[config.mk]
export PLATFORM = sky130hd
export DESIGN_NAME = mlp_input_sequencer
export DESIGN_NICKNAME = d
export VERILOG_FILES = /design/src/rtl/mlp_seq_pkg.sv /design/src/rtl/mlp_bank_tracker.sv /design/src/rtl/mlp_input_sequencer.sv
export SDC_FILE = /design/constraint.sdc
export NUM_CORES = 1
export LEC_CHECK = 0
export CAP_MARGIN = 40
export CORE_ASPECT_RATIO = 1.25
export CORE_MARGIN = 2
export CORE_UTILIZATION = 55
export DETAILED_ROUTE_END_ITERATION = 6
export GPL_ROUTABILITY_DRIVEN = 0
export PLACE_DENSITY = 0.85
export SLEW_MARGIN = 20
export SYNTH_ARGS = -nofsm -noshare
export SYNTH_HDL_FRONTEND = slang
export SYNTH_SLANG_ARGS = --single-unit
[constraint.sdc]
create_clock -name pi_clk -period 9.2 [get_ports pi_clk]
set_clock_uncertainty 0.1 [all_clocks]
set_input_delay 2.3 -clock pi_clk [delete_from_list [all_inputs] [get_ports pi_clk]]
set_output_delay 2.3 -clock pi_clk [all_outputs]
set_load 0.05 [all_outputs]
[src/rtl/mlp_seq_pkg.sv]
// Shared definitions for the MLP input sequencer: default widths and FSM state encodings.
package mlp_seq_pkg;

  localparam int DEFAULT_DATA_WIDTH = 32;
  localparam int DEFAULT_ADDR_WIDTH = 10;
  localparam int DEFAULT_CNT_WIDTH  = 16;

  typedef logic [2:0] state_t;

  localparam state_t ST_IDLE      = 3'd0;
  localparam state_t ST_FILL      = 3'd1;
  localparam state_t ST_PUBLISH   = 3'd2;
  localparam state_t ST_WAIT_BANK = 3'd3;
  localparam state_t ST_DONE      = 3'd4;

endpackage

[src/rtl/mlp_bank_tracker.sv]
// Full flags for the two ping-pong input banks.
// Abort clears everything; a publish beats a release aimed at the same bank.
module mlp_bank_tracker
  import mlp_seq_pkg::*;
(
  input  logic       clk,
  input  logic       rst,
  input  logic       publish,
  input  logic       publish_bank,
  input  logic       bank_release,
  input  logic       release_bank,
  input  logic       clear,
  output logic [1:0] full
);

  always_ff @(posedge clk or posedge rst) begin
    if (rst) begin
      full <= 2'b00;
    end else if (clear) begin
      full <= 2'b00;
    end else begin
      for (int b = 0; b < 2; b++) begin
        if (publish && (publish_bank == 1'(b))) begin
          full[b] <= 1'b1;
        end else if (bank_release && (release_bank == 1'(b))) begin
          full[b] <= 1'b0;
        end
      end
    end
  end

endmodule

[src/rtl/mlp_input_sequencer.sv]
// Pops MLP input words from the stream, writes them into a double-buffered input memory
// and publishes each completed bank to the MLP, stalling when both banks are in use.
module mlp_input_sequencer
  import mlp_seq_pkg::*;
#(
  parameter int DATA_WIDTH = DEFAULT_DATA_WIDTH,
  parameter int ADDR_WIDTH = DEFAULT_ADDR_WIDTH,
  parameter int CNT_WIDTH  = DEFAULT_CNT_WIDTH
) (
  input  logic                  pi_clk,
  input  logic                  pi_rst,
  input  logic                  pi_start,
  input  logic                  pi_abort,
  input  logic [ADDR_WIDTH:0]   pi_num_inputs,
  input  logic [CNT_WIDTH-1:0]  pi_num_samples,
  input  logic                  pi_mlp_data_valid,
  input  logic [DATA_WIDTH-1:0] pi_mlp_data,
  output logic                  po_data_read,
  output logic                  po_buf_we,
  output logic [ADDR_WIDTH:0]   po_buf_addr,
  output logic [DATA_WIDTH-1:0] po_buf_wdata,
  output logic                  po_sample_valid,
  output logic                  po_sample_bank,
  input  logic                  pi_bank_release,
  input  logic                  pi_release_bank,
  output logic                  po_busy,
  output logic                  po_done,
  output logic                  po_cfg_err
);

  localparam logic [ADDR_WIDTH:0] MAX_INPUTS = {1'b1, {ADDR_WIDTH{1'b0}}};

  state_t                  state;
  logic [ADDR_WIDTH-1:0]   word_idx;
  logic [ADDR_WIDTH:0]     num_inputs;
  logic [CNT_WIDTH-1:0]    num_samples;
  logic [CNT_WIDTH-1:0]    sample_cnt;
  logic                    fill_bank;
  logic                    we_q;
  logic [ADDR_WIDTH:0]     addr_q;
  logic [DATA_WIDTH-1:0]   wdata_q;
  logic [1:0]              bank_full;

  logic                    cfg_ok;
  logic                    start_req;
  logic                    pop;
  logic                    last_word;
  logic                    publish;
  logic                    abort_run;
  logic [CNT_WIDTH-1:0]    count_next;
  logic                    next_bank;
  logic                    next_bank_free;
  logic                    fill_bank_free;

  assign cfg_ok     = (pi_num_inputs != '0) && (pi_num_inputs <= MAX_INPUTS) && (pi_num_samples != '0);
  assign start_req  = (state == ST_IDLE) && pi_start && !pi_abort;
  assign pop        = (state == ST_FILL) && pi_mlp_data_valid && !pi_abort;
  assign last_word  = ({1'b0, word_idx} == (num_inputs - (ADDR_WIDTH+1)'(1)));
  assign publish    = (state == ST_PUBLISH) && !pi_abort;
  assign abort_run  = pi_abort && (state != ST_IDLE);
  assign count_next = sample_cnt + CNT_WIDTH'(1);
  assign next_bank  = ~fill_bank;

  // A release arriving in the same cycle counts as the bank already being free.
  assign next_bank_free = !bank_full[next_bank] || (pi_bank_release && (pi_release_bank == next_bank));
  assign fill_bank_free = !bank_full[fill_bank] || (pi_bank_release && (pi_release_bank == fill_bank));

  assign po_data_read    = pop;
  assign po_buf_we       = we_q && !pi_abort;
  assign po_buf_addr     = addr_q;
  assign po_buf_wdata    = wdata_q;
  assign po_sample_valid = publish;
  assign po_sample_bank  = fill_bank;
  assign po_busy         = (state != ST_IDLE);
  assign po_done         = (state == ST_DONE);
  assign po_cfg_err      = start_req && !cfg_ok;

  always_ff @(posedge pi_clk or posedge pi_rst) begin
    if (pi_rst) begin
      state       <= ST_IDLE;
      word_idx    <= '0;
      num_inputs  <= '0;
      num_samples <= '0;
      sample_cnt  <= '0;
      fill_bank   <= 1'b0;
      we_q        <= 1'b0;
      addr_q      <= '0;
      wdata_q     <= '0;
    end else begin
      we_q <= pop;
      if (pop) begin
        addr_q  <= {fill_bank, word_idx};
        wdata_q <= pi_mlp_data;
      end
      if (abort_run) begin
        state    <= ST_IDLE;
        word_idx <= '0;
      end else begin
        case (state)
          ST_IDLE: begin
            if (start_req && cfg_ok) begin
              num_inputs  <= pi_num_inputs;
              num_samples <= pi_num_samples;
              sample_cnt  <= '0;
              fill_bank   <= 1'b0;
              word_idx    <= '0;
              state       <= ST_FILL;
            end
          end
          ST_FILL: begin
            if (pop) begin
              if (last_word) begin
                word_idx <= '0;
                state    <= ST_PUBLISH;
              end else begin
                word_idx <= word_idx + ADDR_WIDTH'(1);
              end
            end
          end
          ST_PUBLISH: begin
            sample_cnt <= count_next;
            if (count_next == num_samples) begin
              state <= ST_DONE;
            end else begin
              fill_bank <= next_bank;
              state     <= next_bank_free ? ST_FILL : ST_WAIT_BANK;
            end
          end
          ST_WAIT_BANK: begin
            if (fill_bank_free) begin
              state <= ST_FILL;
            end
          end
          ST_DONE: state <= ST_IDLE;
          default: state <= ST_IDLE;
        endcase
      end
    end
  end

  mlp_bank_tracker u_bank_tracker (
    .clk          (pi_clk),
    .rst          (pi_rst),
    .publish      (publish),
    .publish_bank (fill_bank),
    .bank_release (pi_bank_release),
    .release_bank (pi_release_bank),
    .clear        (abort_run),
    .full         (bank_full)
  );

endmodule

# Yosys cells after proc, flatten, opt, wreduce, memory -nomap -nowiden
# Index checks and enable logic that the tools add are counted.
word_totals:
  regBits: 103
  output_inout_bits: 50
op_classes:
  add_sub_neg: 3
  n_lt_le_gt_ge: 3
  n_eq_ne: 14
  mux: 27
  n_bitwise: 3
  reduce_logical: 36
ops:
  columns: ["cell", "n"]
  rows:
  - ["two-way mux 10 bit", 4]
  - ["case mux 16 bit (2 select lines)", 1]
  - ["case mux 10 bit (2 select lines)", 1]
  - ["two-way mux 3 bit", 6]
  - ["logical AND 1 bit", 17]
  - ["adder 16 x 1 -> 16 bit, second input constant", 1]
  - ["== test 16 bit", 1]
  - ["two-way mux 16 bit", 1]
  - ["nonzero test 16 bit", 1]
  - ["case mux 3 bit (4 select lines)", 1]
  - ["nonzero test 3 bit", 4]
  - ["== test 10 x 11 -> 1 bit", 1]
  - ["less-or-equal comparator 11 bit, second input constant", 1]
  - ["nonzero test 11 bit", 1]
  - ["subtractor 11 x 1 -> 11 bit, second input constant", 1]
  - ["adder 10 x 1 -> 10 bit, second input constant", 1]
  - ["two-way mux 1 bit", 10]
  - ["!= test 3 bit, second input constant", 3]
  - ["AND reduction 3 bit", 3]
  - ["AND reduction 4 bit", 2]
  - ["== test 3 x 2 -> 1 bit, second input constant", 2]
  - ["zero test 1 bit", 4]
  - ["less-than comparator 1 x 2 -> 1 bit, second input constant", 2]
  - ["two-way mux 2 bit", 2]
  - ["11 further kinds", 15]

# Depth between registers and ports, before layout
# Gate-level depths: netlist of the first run.
depth:
  ltp_word: 9
  depth_mapped: 10

# By module
# Synthesis of the first run repeated with hierarchy kept, for this count alone.
unflattened:
  hier_cells: 530
  hier_area_um2: 5534.1
modules_own_cells:
  columns: ["mod", "instances", "cells_each", "area_each_um2", "seq_area_each_um2"]
  rows:
  - ["mlp_input_sequencer", 1, 520, 5435.2, 2527.4]
  - ["mlp_bank_tracker", 1, 10, 98.8, 50.0]

# Worst setup path after synthesis of the first run
# OpenSTA, ideal clock, no wires.
synth_path:
  kind: "in2out"
  start: "input port pi_num_inputs[1]"
  end: "output port po_cfg_err"
  arrival_ns: 3.617
  slack_ns: 3.183
  cell_stages: 4
  n_path_buf: 0
  path_cell_list: "nor4_1 nand4_1 and3_1 nor2b_1"
synth_between:
  elab_chain_len: 5
  elab_cells_between_ends: 6
  cone_classes: "1 x order compare; 5 x reduce/logical"
synth_rtl:
  columns: ["element", "line", "text"]
  rows:
  - ["start, declared", "mlp_input_sequencer.sv:14", "input logic [ADDR_WIDTH:0] pi_num_inputs,"]
  - ["less-or-equal comparator 11 bit / nonzero test 11 bit (equally long branches)", "mlp_input_sequencer.sv:55", "assign cfg_ok = (pi_num_inputs != '0) && (pi_num_inputs <= MAX_INPUTS) && (pi_num_samples != '0);"]
  - ["logical AND 1 bit * (2 in a row)", "mlp_input_sequencer.sv:55", null]
  - ["zero test 1 bit *", "mlp_input_sequencer.sv:76", "assign po_cfg_err = start_req && !cfg_ok;"]
  - ["logical AND 1 bit *", "mlp_input_sequencer.sv:76", null]
  - ["end, declared", "mlp_input_sequencer.sv:28", "output logic po_cfg_err"]
# Every way passes the cells marked *; elsewhere a longest branch is shown, timed or not.

# Worst setup path in the final report of the first run
layout_path:
  start: "input port pi_abort"
  end: "output port po_sample_valid"
layout_between:
  elab_chain_len: 2
layout_rtl:
  columns: ["element", "line", "text"]
  rows:
  - ["start, declared", "mlp_input_sequencer.sv:13", "input logic pi_abort,"]
  - ["zero test 1 bit", "mlp_input_sequencer.sv:59", "assign publish = (state == ST_PUBLISH) && !pi_abort;"]
  - ["logical AND 1 bit", "mlp_input_sequencer.sv:59", null]
  - ["end, declared", "mlp_input_sequencer.sv:22", "output logic po_sample_valid,"]
# Every way passes these cells.

==> run_results.csv, run 1 <==
group,metric,value,unit
clock_tree,hold_buffers,0,
synthesis,synth_top_area_cell,"dfrtp_1",
power,power.total,1.821,mW
floorplan,ios,116,
synthesis,syn-num-nets,585,
run,maxCapViolCount,0,
worst_setup_path,cp_top_family,"buffers and inverters",
grt,grt_pass1_wl,22060,um
sta,rsz0062_at_grt,"no",
min_path,hp-class,"reg2reg",
clock_tree,clock-sinks,103,
sta,finalCriticalPeriod,7.201,ns
worst_setup_path,critPathBufInv,3,
clock_tree,clock_latency,0.35,ns
floorplan,fp.dieW,92.71,um
sta,timing.fmax,0.1389,GHz
floorplan,coreArea,0.009609,sq mm
clock_tree,cts-resized-gates,0,
floorplan,die_y,114.9,um
sta,hold_violations,0,
worst_setup_path,startpoint,"pi_abort",
grt,antenna_found_initial,0,
worst_setup_path,max_stage_delay,0.85,ns
finish,fillers,712,
grt,grt_max_degree,60,
clock_tree,post_cts_buffers,0,
clock_tree,cts_max_level,3,
grt,grt_usage,26.20,%
clock_tree,clkTransAtPathRegs,0.07,ns
power,p_per_area,260.8,mW/mm^2
grt,grt-ovfl-total,0,
routing,drtIter0Drc,296,
synthesis,synth_top_area_share,47.64,%
min_path,worstHoldStart,"po_buf_wdata[12]",
synthesis,ys_seq_area_share,47.64,%
synthesis,yosys.cell_types.count,58,
routing,routed_via_density,5.979,
status,status,"finished clean",
synthesis,synth_cells,516,
finish,drive_above_1_share,16.13,%
clock_tree,cts_tree,"yes",
finish,diodes,0,
synthesis,ys_ff_latch,103,
clock_tree,clockBufferDepth,2,
grt,first_global_vias,4513,
worst_setup_path,slowest_stage,"clkdlybuf4s50_1",
routing,drtPass1Iterations,5,
place,portBuffers,115,
synthesis,synth_flop_cell,"dfrtp_1",
synthesis,avgSynthCellArea,10.48,sq um
finish,finalNetCount,690,
synthesis,async_reset_ff_share,100.0,%
floorplan,row_count,40,
worst_setup_path,path_class,"in2out",
synthesis,synth_area,0.005410,sq mm
worst_setup_path,cp-start-kind,"input pin",
sta,final.setup.tns,0,ns
power,p_leak,2.873,nW
routing,drtAntennaViolNets,0,
synthesis,synth_edf_count,0,
power,ir_drop,241.5,uV
clock_tree,cts_root_buf,"clkbuf_16",
worst_setup_path,crit_chain,"clkdlybuf4s50_1 -> nor2b_1 -> nand3_1 -> inv_1 -> clkdlybuf4s50_1",
worst_setup_path,crit_path_end_kind,"output port",
synthesis,synthTopCellsByArea,"dfrtp_1, mux2_2, xnor2_1, o21ai_0, nor2_1",
worst_setup_path,crit_top_cell,"clkdlybuf4s50_1",
sta,slew_headroom,45.99,%
sta,period_share,78.27,%
floorplan,die_area,0.01065,sq mm
routing,wl_per_cell,17.82,um
worst_setup_path,arrival,4.80,ns
finish,area_growth,29.07,%
routing,finalWirelength,13400,um
synthesis,ys_warn_count,0,
worst_setup_path,cp_max_fo,14,
worst_setup_path,worstPathRequired,6.80,ns
place,dp_hpwl,9721,um
routing,vias,4496,
routing,drc,0,
sta,maxSlewViolCount,0,
clock_tree,cts_buffers,9,
sta,tightestPinTransition,0.8084,ns
sta,setup_viol,0,
worst_setup_path,timing.rr.start,"num_inputs[0]",
floorplan,initial_utilization,56.30,%
[worst paths after layout]
path                                     to  slack [ns]  cells after the start
hold / removal             po_buf_wdata[12]        0.41                      1
setup reg to reg                word_idx[9]        6.03                      9
hold reg to reg            po_buf_wdata[12]        0.41                      1
setup / recovery            po_sample_valid        2.00                      5
min in group asynchronous              we_q        2.20                      2
max in group asynchronous    num_samples[2]        5.85                      4
[stage by stage]
stage / setup WS [ns] / hold slack [ns] / utilization, % / cells / area, sq um
floorplan: 3.183 / 0.3713 / - / 516 / 5410
global placement: 1.645 / 0.3889 / 69.10 / 734 / 6640
detailed placement: 2.040 / 0.3913 / 69.64 / 736 / 6691
CTS: 2.034 / 0.4085 / 72.67 / 752 / 6983
global route: 1.858 / 0.4194 / 72.67 / 752 / 6983
finish: 1.999 / 0.4059 / 72.67 / 752 / 6983
[cells in the final DEF (no fill, tap or decap), types with 10 or more instances in the layout]
master	Yosys	routed
o21ai_0	30	30
nand4_1	14	14
nand2_1	33	32
nand3_1	15	15
inv_1	13	12
nor2_1	35	35
clkdlybuf4s50_1	0	115
xnor2_1	23	23
mux2_2	68	68
o21ai_1	11	10
a21oi_1	12	12
dfrtp_1	103	103
nor3_1	14	14
[metal layers]
layer | share of wire, % | vias to the layer above | routed length, um | GRT usage, %
met5 | 0 | - | 0 | 0
met4 | 2.5 | 0 | 334 | 9.412
met3 | 5.6 | 29 | 756 | 5.701
met2 | 53 | 187 | 7142 | 47.25
met1 | 39 | 2195 | 5166 | 30.88
li1 | - | 2085 | - | -
[sequential cells by signal, indices dropped and copies added (netlist names)]
name and flops:
u_bank_tracker.full 2, po_sample_bank 1, num_samples 16, po_buf_wdata 32, sample_cnt 16, word_idx 10, po_buf_addr 11, state 3
num_inputs 11, we_q 1
[worst register-to-register path, stage by stage, from the launching register on]
cell	delay [ns]
dfrtp_1	0.43
inv_1	0.09
ha_1	0.30
nor4b_4	0.34
or3b_1	0.41
o22ai_2	0.10
a311oi_1	0.08
o31ai_2	0.70
nor2_2	0.19
a221o_1	0.33
[report_power, final]
part	internal [mW]	switching, mW	total [mW]
clock network	0.195	0.182	0.378
logic	0.314	0.468	0.783
registers	0.570	0.0914	0.661
[logic make-up (layout without fill, tap and decap cells)]
group / Yosys count / in the layout / synth area share (%)
flip-flops: 103 / 103 / 47.64
XOR/XNOR: 32 / 32 / 5.180
AND/OR/NAND/NOR: 168 / 168 / 16.72
AO/OA/AOI/OAI: 100 / 100 / 12.14
adder cells (fa/ha/maj): 3 / 3 / 0.6939
buffers and inverters: 38 / 148 / 2.729
multiplexers: 72 / 72 / 14.89
[cell type report]
class                           instances  area (sq um)  area share (%)
Timing Repair Buffer                  119          1214           17.38
Inverter                               13         51.30          0.7346
Clock inverter                          6         52.55          0.7526
Clock buffer                           10         239.0           3.422
Tap cell                              126         157.7           2.258
Sequential cell                       103          2577           36.91
Multi-Input combinational cell        375          2691           38.54
[synth_stat cells, types with 8 or more instances]
cell type,count
a21oi_1,12
mux2_2,68
nand2_1,33
inv_1,13
o31ai_1,8
nor3_1,14
nand2b_1,8
nor2b_1,9
o21ai_1,11
o21ai_0,30
nor4_1,9
and3_1,8
xor2_1,9
clkbuf_1,21
dfrtp_1,103
nand3_1,15
nand4_1,14
xnor2_1,23
nor2_1,35
Note: power is estimated with default switching activity, not from simulation.
==> run 2, diff against run 1 <==
--- a/config.mk
+++ b/config.mk
@@ -8,10 +8,10 @@
 export CAP_MARGIN = 40
 export CORE_ASPECT_RATIO = 1.25
 export CORE_MARGIN = 2
-export CORE_UTILIZATION = 55
+export CORE_UTILIZATION = 51
 export DETAILED_ROUTE_END_ITERATION = 6
 export GPL_ROUTABILITY_DRIVEN = 0
-export PLACE_DENSITY = 0.85
+export PLACE_DENSITY = 0.8
 export SLEW_MARGIN = 20
 export SYNTH_ARGS = -nofsm -noshare
 export SYNTH_HDL_FRONTEND = slang
==> constraint.sdc (replaced) <==
create_clock -name pi_clk -period 6.8 [get_ports pi_clk]
set_clock_uncertainty 0.1 [all_clocks]
set_input_delay 1.7 -clock pi_clk [delete_from_list [all_inputs] [get_ports pi_clk]]
set_output_delay 1.7 -clock pi_clk [all_outputs]
set_load 0.05 [all_outputs]
==> run_results.csv, run 2 (synthesis gave the netlist of run 1 again) <==
group,metric,value,unit
worst_setup_path,crit_path_end_kind,"output port",
sta,setup_viol,0,
power,power.share.sequential,36.2,%
worst_setup_path,cp_max_fo,2,
worst_setup_path,slowest_stage,"clkdlybuf4s50_1",
worst_setup_path,crit_top_cell,"clkdlybuf4s50_1",
power,p_leak,2.858,nW
finish,fillers,795,
sta,hold_violations,0,
finish,multiInputGateArea,0.002691,sq mm
finish,mostFrequentLayoutCells,"clkdlybuf4s50_1, dfrtp_1, mux2_2, nor2_1, nand2_1",
clock_tree,clock-sinks,103,
worst_setup_path,r2r_slack,3.63,ns
sta,slew_headroom,46.51,%
worst_setup_path,worstPathRequired,5.00,ns
grt,grt-ovfl-total,0,
floorplan,die_y,119.2,um
routing,route.met3.wl,640,um
routing,drc,0,
status,status,"finished clean",
sta,tightestPinTransition,0.8007,ns
worst_setup_path,max_stage_delay,0.83,ns
clock_tree,clkTransAtPathRegs,0.07,ns
clock_tree,cts_tree,"yes",
routing,routed_via_density,5.888,
routing,drtPass1Iterations,4,
finish,layout_commonest_cell,"clkdlybuf4s50_1",
floorplan,row_count,42,
power,switchingPower,993.0,uW
floorplan,coreArea,0.01046,sq mm
routing,finalWirelength,13580,um
power,p_per_area,356.1,mW/mm^2
power,swShare,39.98,%
sta,final.setup.tns,0,ns
floorplan,initial_utilization,51.73,%
grt,grt_usage,25.13,%
finish,area_growth,28.91,%
min_path,hold-path-endpoint,"po_buf_wdata[24]",
clock_tree,cts_buffers,9,
worst_setup_path,timing.rr.start,"num_inputs[0]",
power,ir_drop,325.3,uV
routing,met1Wirelength,4996,um
sta,timing.fmax,0.1695,GHz
routing,wl_per_cell,17.92,um
power,p_int,1.491,mW
place,dp_hpwl,10080,um
sta,maxSlewViolCount,0,
worst_setup_path,startpoint,"pi_num_samples[15]",
clock_tree,cts-resized-gates,0,
worst_setup_path,arrival,4.10,ns
floorplan,fp.dieW,96.12,um
min_path,whs_path_depth,1,
worst_setup_path,reg2regPathDepth,9,
finish,largest_register_ffs,32,
clock_tree,clock_latency,0.35,ns
routing,dr.max_layer_used,"met4",
worst_setup_path,path_class,"in2out",
clock_tree,cts_max_level,3,
min_path,worstHoldStart,"po_buf_wdata[24]",
power,pwr-share-clk,21.4,%
sta,whs,0.4076,ns
grt,antenna_found_initial,0,
routing,vias,4463,
worst_setup_path,cp-start-kind,"input pin",
place,portBuffers,115,
clock_tree,clockBufferDepth,2,
worst_setup_path,crit_chain,"clkdlybuf4s50_1 -> nor4_1 -> nand4_1 -> and3_1 -> nor2b_1 -> clkdlybuf4s50_1",
clock_tree,post_cts_buffers,0,
sta,period_share,86.75,%
grt,grt_pass1_wl,22330,um
finish,drive_above_1_share,16.13,%
min_path,hp-class,"reg2reg",
routing,drtAntennaViolNets,0,
floorplan,die_area,0.01145,sq mm
routing,dr_wl_met2,7420,um
worst_setup_path,worstReg2RegEnd,"word_idx[9]",
finish,diodes,0,
routing,drtIter0Drc,227,
floorplan,ios,116,
clock_tree,cts_root_buf,"clkbuf_16",
grt,first_global_vias,4683,
power,combPwrFrac,42.4,%
finish,seqCellArea,0.002577,sq mm
finish,finalNetCount,690,
grt,grt_max_degree,53,
run,maxCapViolCount,0,
sta,finalCriticalPeriod,5.899,ns
clock_tree,hold_buffers,0,
sta,rsz0062_at_grt,"no",
## run 2: cell types whose count changed in the layout (fill, tap and decap cells not counted), sizes merged
cell and delta:
bufinv +1, clkinvlp +2, clkinv -1, inv -2
## run 2: how the worst max path moves through the flow
stage / to / slack, ns / cells past startpoint
global route: po_cfg_err / 0.78 / 6
floorplan: po_cfg_err / 1.98 / 4
finish: po_cfg_err / 0.90 / 6
CTS: po_cfg_err / 0.86 / 6
global placement: po_cfg_err / 0.76 / 6
detailed placement: po_cfg_err / 0.87 / 6
## run 2: power groups by stage
stage          Combinational (mW)  Sequential (mW)  Clock, mW
2_1_floorplan               0.372             1.23          0
3_3_place_gp                 1.03            0.897          0
3_5_place_dp                 1.05            0.910          0
4_1_cts                      1.06            0.900      0.542
5_1_grt                      1.11            0.922      0.567
6_report                     1.05            0.899      0.531
## run 2: routing by layer
| layer | vias to the layer above | track usage [%] |
|---|---|---|
| met5 | - | 0 |
| met3 | 38 | 5.946 |
| met1 | 2207 | 28.21 |
| met2 | 126 | 43.66 |
| met4 | 0 | 12.14 |
| li1 | 2092 | - |
## run 2: per-stage QoR
step	std cells	total power, mW	setup slack (ns)	cell area (sq um)	util [%]
final	758	2.484	0.9010	6974	66.69
after global routing	758	2.597	0.7799	6974	66.69
after CTS	758	2.501	0.8649	6974	66.69
after detailed placement	742	1.963	0.8673	6666	63.75
after global placement	742	1.931	0.7621	6663	63.71
after floorplan	516	1.603	1.983	5410	-
## run 2: critical path: cells and delay by family
kind	cells	cell delay [ns]
simple gates	4	1.15
buf+inv	2	1.24
## run 2: cell type report
class | count | share of cell area (%)
flip-flops and latches | 103 | 36.96
inverters | 13 | 0.7356
repair buffers | 119 | 16.94
multi-input cells | 375 | 38.59
clock buffers | 10 | 3.427
clock inverters | 6 | 0.9867
well taps | 132 | 2.368
==> run 3, diff against run 2 <==
--- a/config.mk
+++ b/config.mk
@@ -12,7 +12,6 @@
 export DETAILED_ROUTE_END_ITERATION = 6
 export GPL_ROUTABILITY_DRIVEN = 0
 export PLACE_DENSITY = 0.8
-export SLEW_MARGIN = 20
 export SYNTH_ARGS = -nofsm -noshare
 export SYNTH_HDL_FRONTEND = slang
 export SYNTH_SLANG_ARGS = --single-unit
==> run_results.csv, run 3 (synthesis gave the netlist of run 1 again) <==
group,metric,value,unit
worst_setup_path,worstPathRequired,5.00,ns
routing,drtIter0Drc,177,
place,dp_hpwl,10090,um
finish,area_growth,28.77,%
clock_tree,cts-resized-gates,0,
sta,period_share,87.33,%
worst_setup_path,cp_max_fo,2,
sta,rsz0062_at_grt,"no",
routing,wl_per_cell,17.94,um
worst_setup_path,crit_path_end_kind,"output port",
clock_tree,clkTransAtPathRegs,0.07,ns
sta,final.setup.tns,0,ns
sta,timing.fmax,0.1684,GHz
sta,finalCriticalPeriod,5.938,ns
finish,layout_commonest_cell,"clkdlybuf4s50_1",
min_path,hp-class,"reg2reg",
floorplan,initial_utilization,51.73,%
worst_setup_path,reg2regPathDepth,9,
finish,diodes,0,
sta,maxSlewViolCount,0,
clock_tree,clock-sinks,103,
routing,drtAntennaViolNets,0,
floorplan,die_y,119.2,um
clock_tree,hold_buffers,0,
finish,seqCellArea,0.002577,sq mm
clock_tree,post_cts_buffers,0,
power,ir_drop,347.0,uV
worst_setup_path,path_class,"in2out",
clock_tree,cts_root_buf,"clkbuf_16",
clock_tree,clockBufferDepth,2,
min_path,whs_path_depth,1,
routing,drtPass1Iterations,5,
place,portBuffers,115,
routing,vias,4487,
clock_tree,cts_buffers,9,
finish,mostFrequentLayoutCells,"clkdlybuf4s50_1, dfrtp_1, mux2_2, nor2_1, nand2_1",
grt,first_global_vias,4581,
floorplan,fp.dieW,96.12,um
clock_tree,cts_tree,"yes",
run,maxCapViolCount,0,
sta,setup_viol,0,
sta,whs,0.4089,ns
grt,grt_usage,24.82,%
status,status,"finished clean",
power,p_per_area,355.1,mW/mm^2
sta,slew_headroom,46.08,%
grt,antenna_found_initial,0,
grt,grt-ovfl-total,0,
sta,hold_violations,0,
worst_setup_path,arrival,4.14,ns
routing,drc,0,
finish,largest_register_ffs,32,
floorplan,die_area,0.01145,sq mm
routing,finalWirelength,13620,um
finish,fillers,796,
sta,tightestPinTransition,0.8072,ns
floorplan,row_count,42,
grt,grt_max_degree,53,
finish,multiInputGateArea,0.002688,sq mm
grt,grt_pass1_wl,22050,um
finish,drive_above_1_share,16.11,%
floorplan,ios,116,
clock_tree,cts_max_level,3,
floorplan,coreArea,0.01046,sq mm
clock_tree,clock_latency,0.35,ns
power,p_leak,2.862,nW
routing,routed_via_density,5.912,
finish,finalNetCount,691,
worst_setup_path,cp-start-kind,"input pin",
[run 3: cell types whose count changed in the layout (fill, tap and decap cells not counted), sizes merged]
cell      change
buf           +1
clkbuf        -1
clkinv        +2
clkinvlp      -1
[run 3: worst max-delay path: stages]
cell and delay (ns):
clkdlybuf4s50_1 0.42, nor4_1 0.58, nand4_1 0.23, and3_1 0.24
nor2b_1 0.15, clkdlybuf4s50_1 0.82
[run 3: final timing paths]
kind                            slack [ns]          startpoint          endpoint
worst max register to register        3.63       num_inputs[0]       word_idx[9]
worst min-delay path                  0.41     po_buf_wdata[8]   po_buf_wdata[8]
worst max-delay path                  0.86  pi_num_samples[15]        po_cfg_err
min in group asynchronous             1.69              pi_rst  po_buf_wdata[18]
worst min register to register        0.41     po_buf_wdata[8]   po_buf_wdata[8]
max in group asynchronous             3.76              pi_rst  po_buf_wdata[26]
[run 3: power by group]
part	internal, mW	total, mW	switching, mW
registers	0.771	0.898	0.128
logic	0.423	1.06	0.632
clock network	0.285	0.520	0.235
[run 3: routing by layer]
metal  GRT usage, %  wire length (um)  vias up
met4          13.21               582        0
li1               -                 -     2087
met2          42.66              7241      137
met5              0                 0        -
met3          5.440               698       37
met1          28.00              5094     2226
[run 3: area by class of cell]
type | count | share of cell area (%)
multi-input combinational | 375 | 38.58
inverter | 13 | 0.7364
clock buffer | 9 | 3.233
tap | 132 | 2.371
clock inverter | 7 | 1.024
sequential | 103 | 37.00
timing repair buffer | 120 | 17.06
[run 3: stage by stage]
| stage | utilization (%) | setup WS, ns | area (sq um) | cells | power [mW] |
|---|---|---|---|---|---|
| global route | 66.62 | 0.7900 | 6967 | 759 | 2.583 |
| global placement | 63.71 | 0.7621 | 6663 | 742 | 1.931 |
| CTS | 66.62 | 0.8796 | 6967 | 759 | 2.489 |
| finish | 66.62 | 0.8616 | 6967 | 759 | 2.474 |
| floorplan | - | 1.983 | 5410 | 516 | 1.603 |
| detailed placement | 63.78 | 0.8835 | 6670 | 743 | 1.964 |
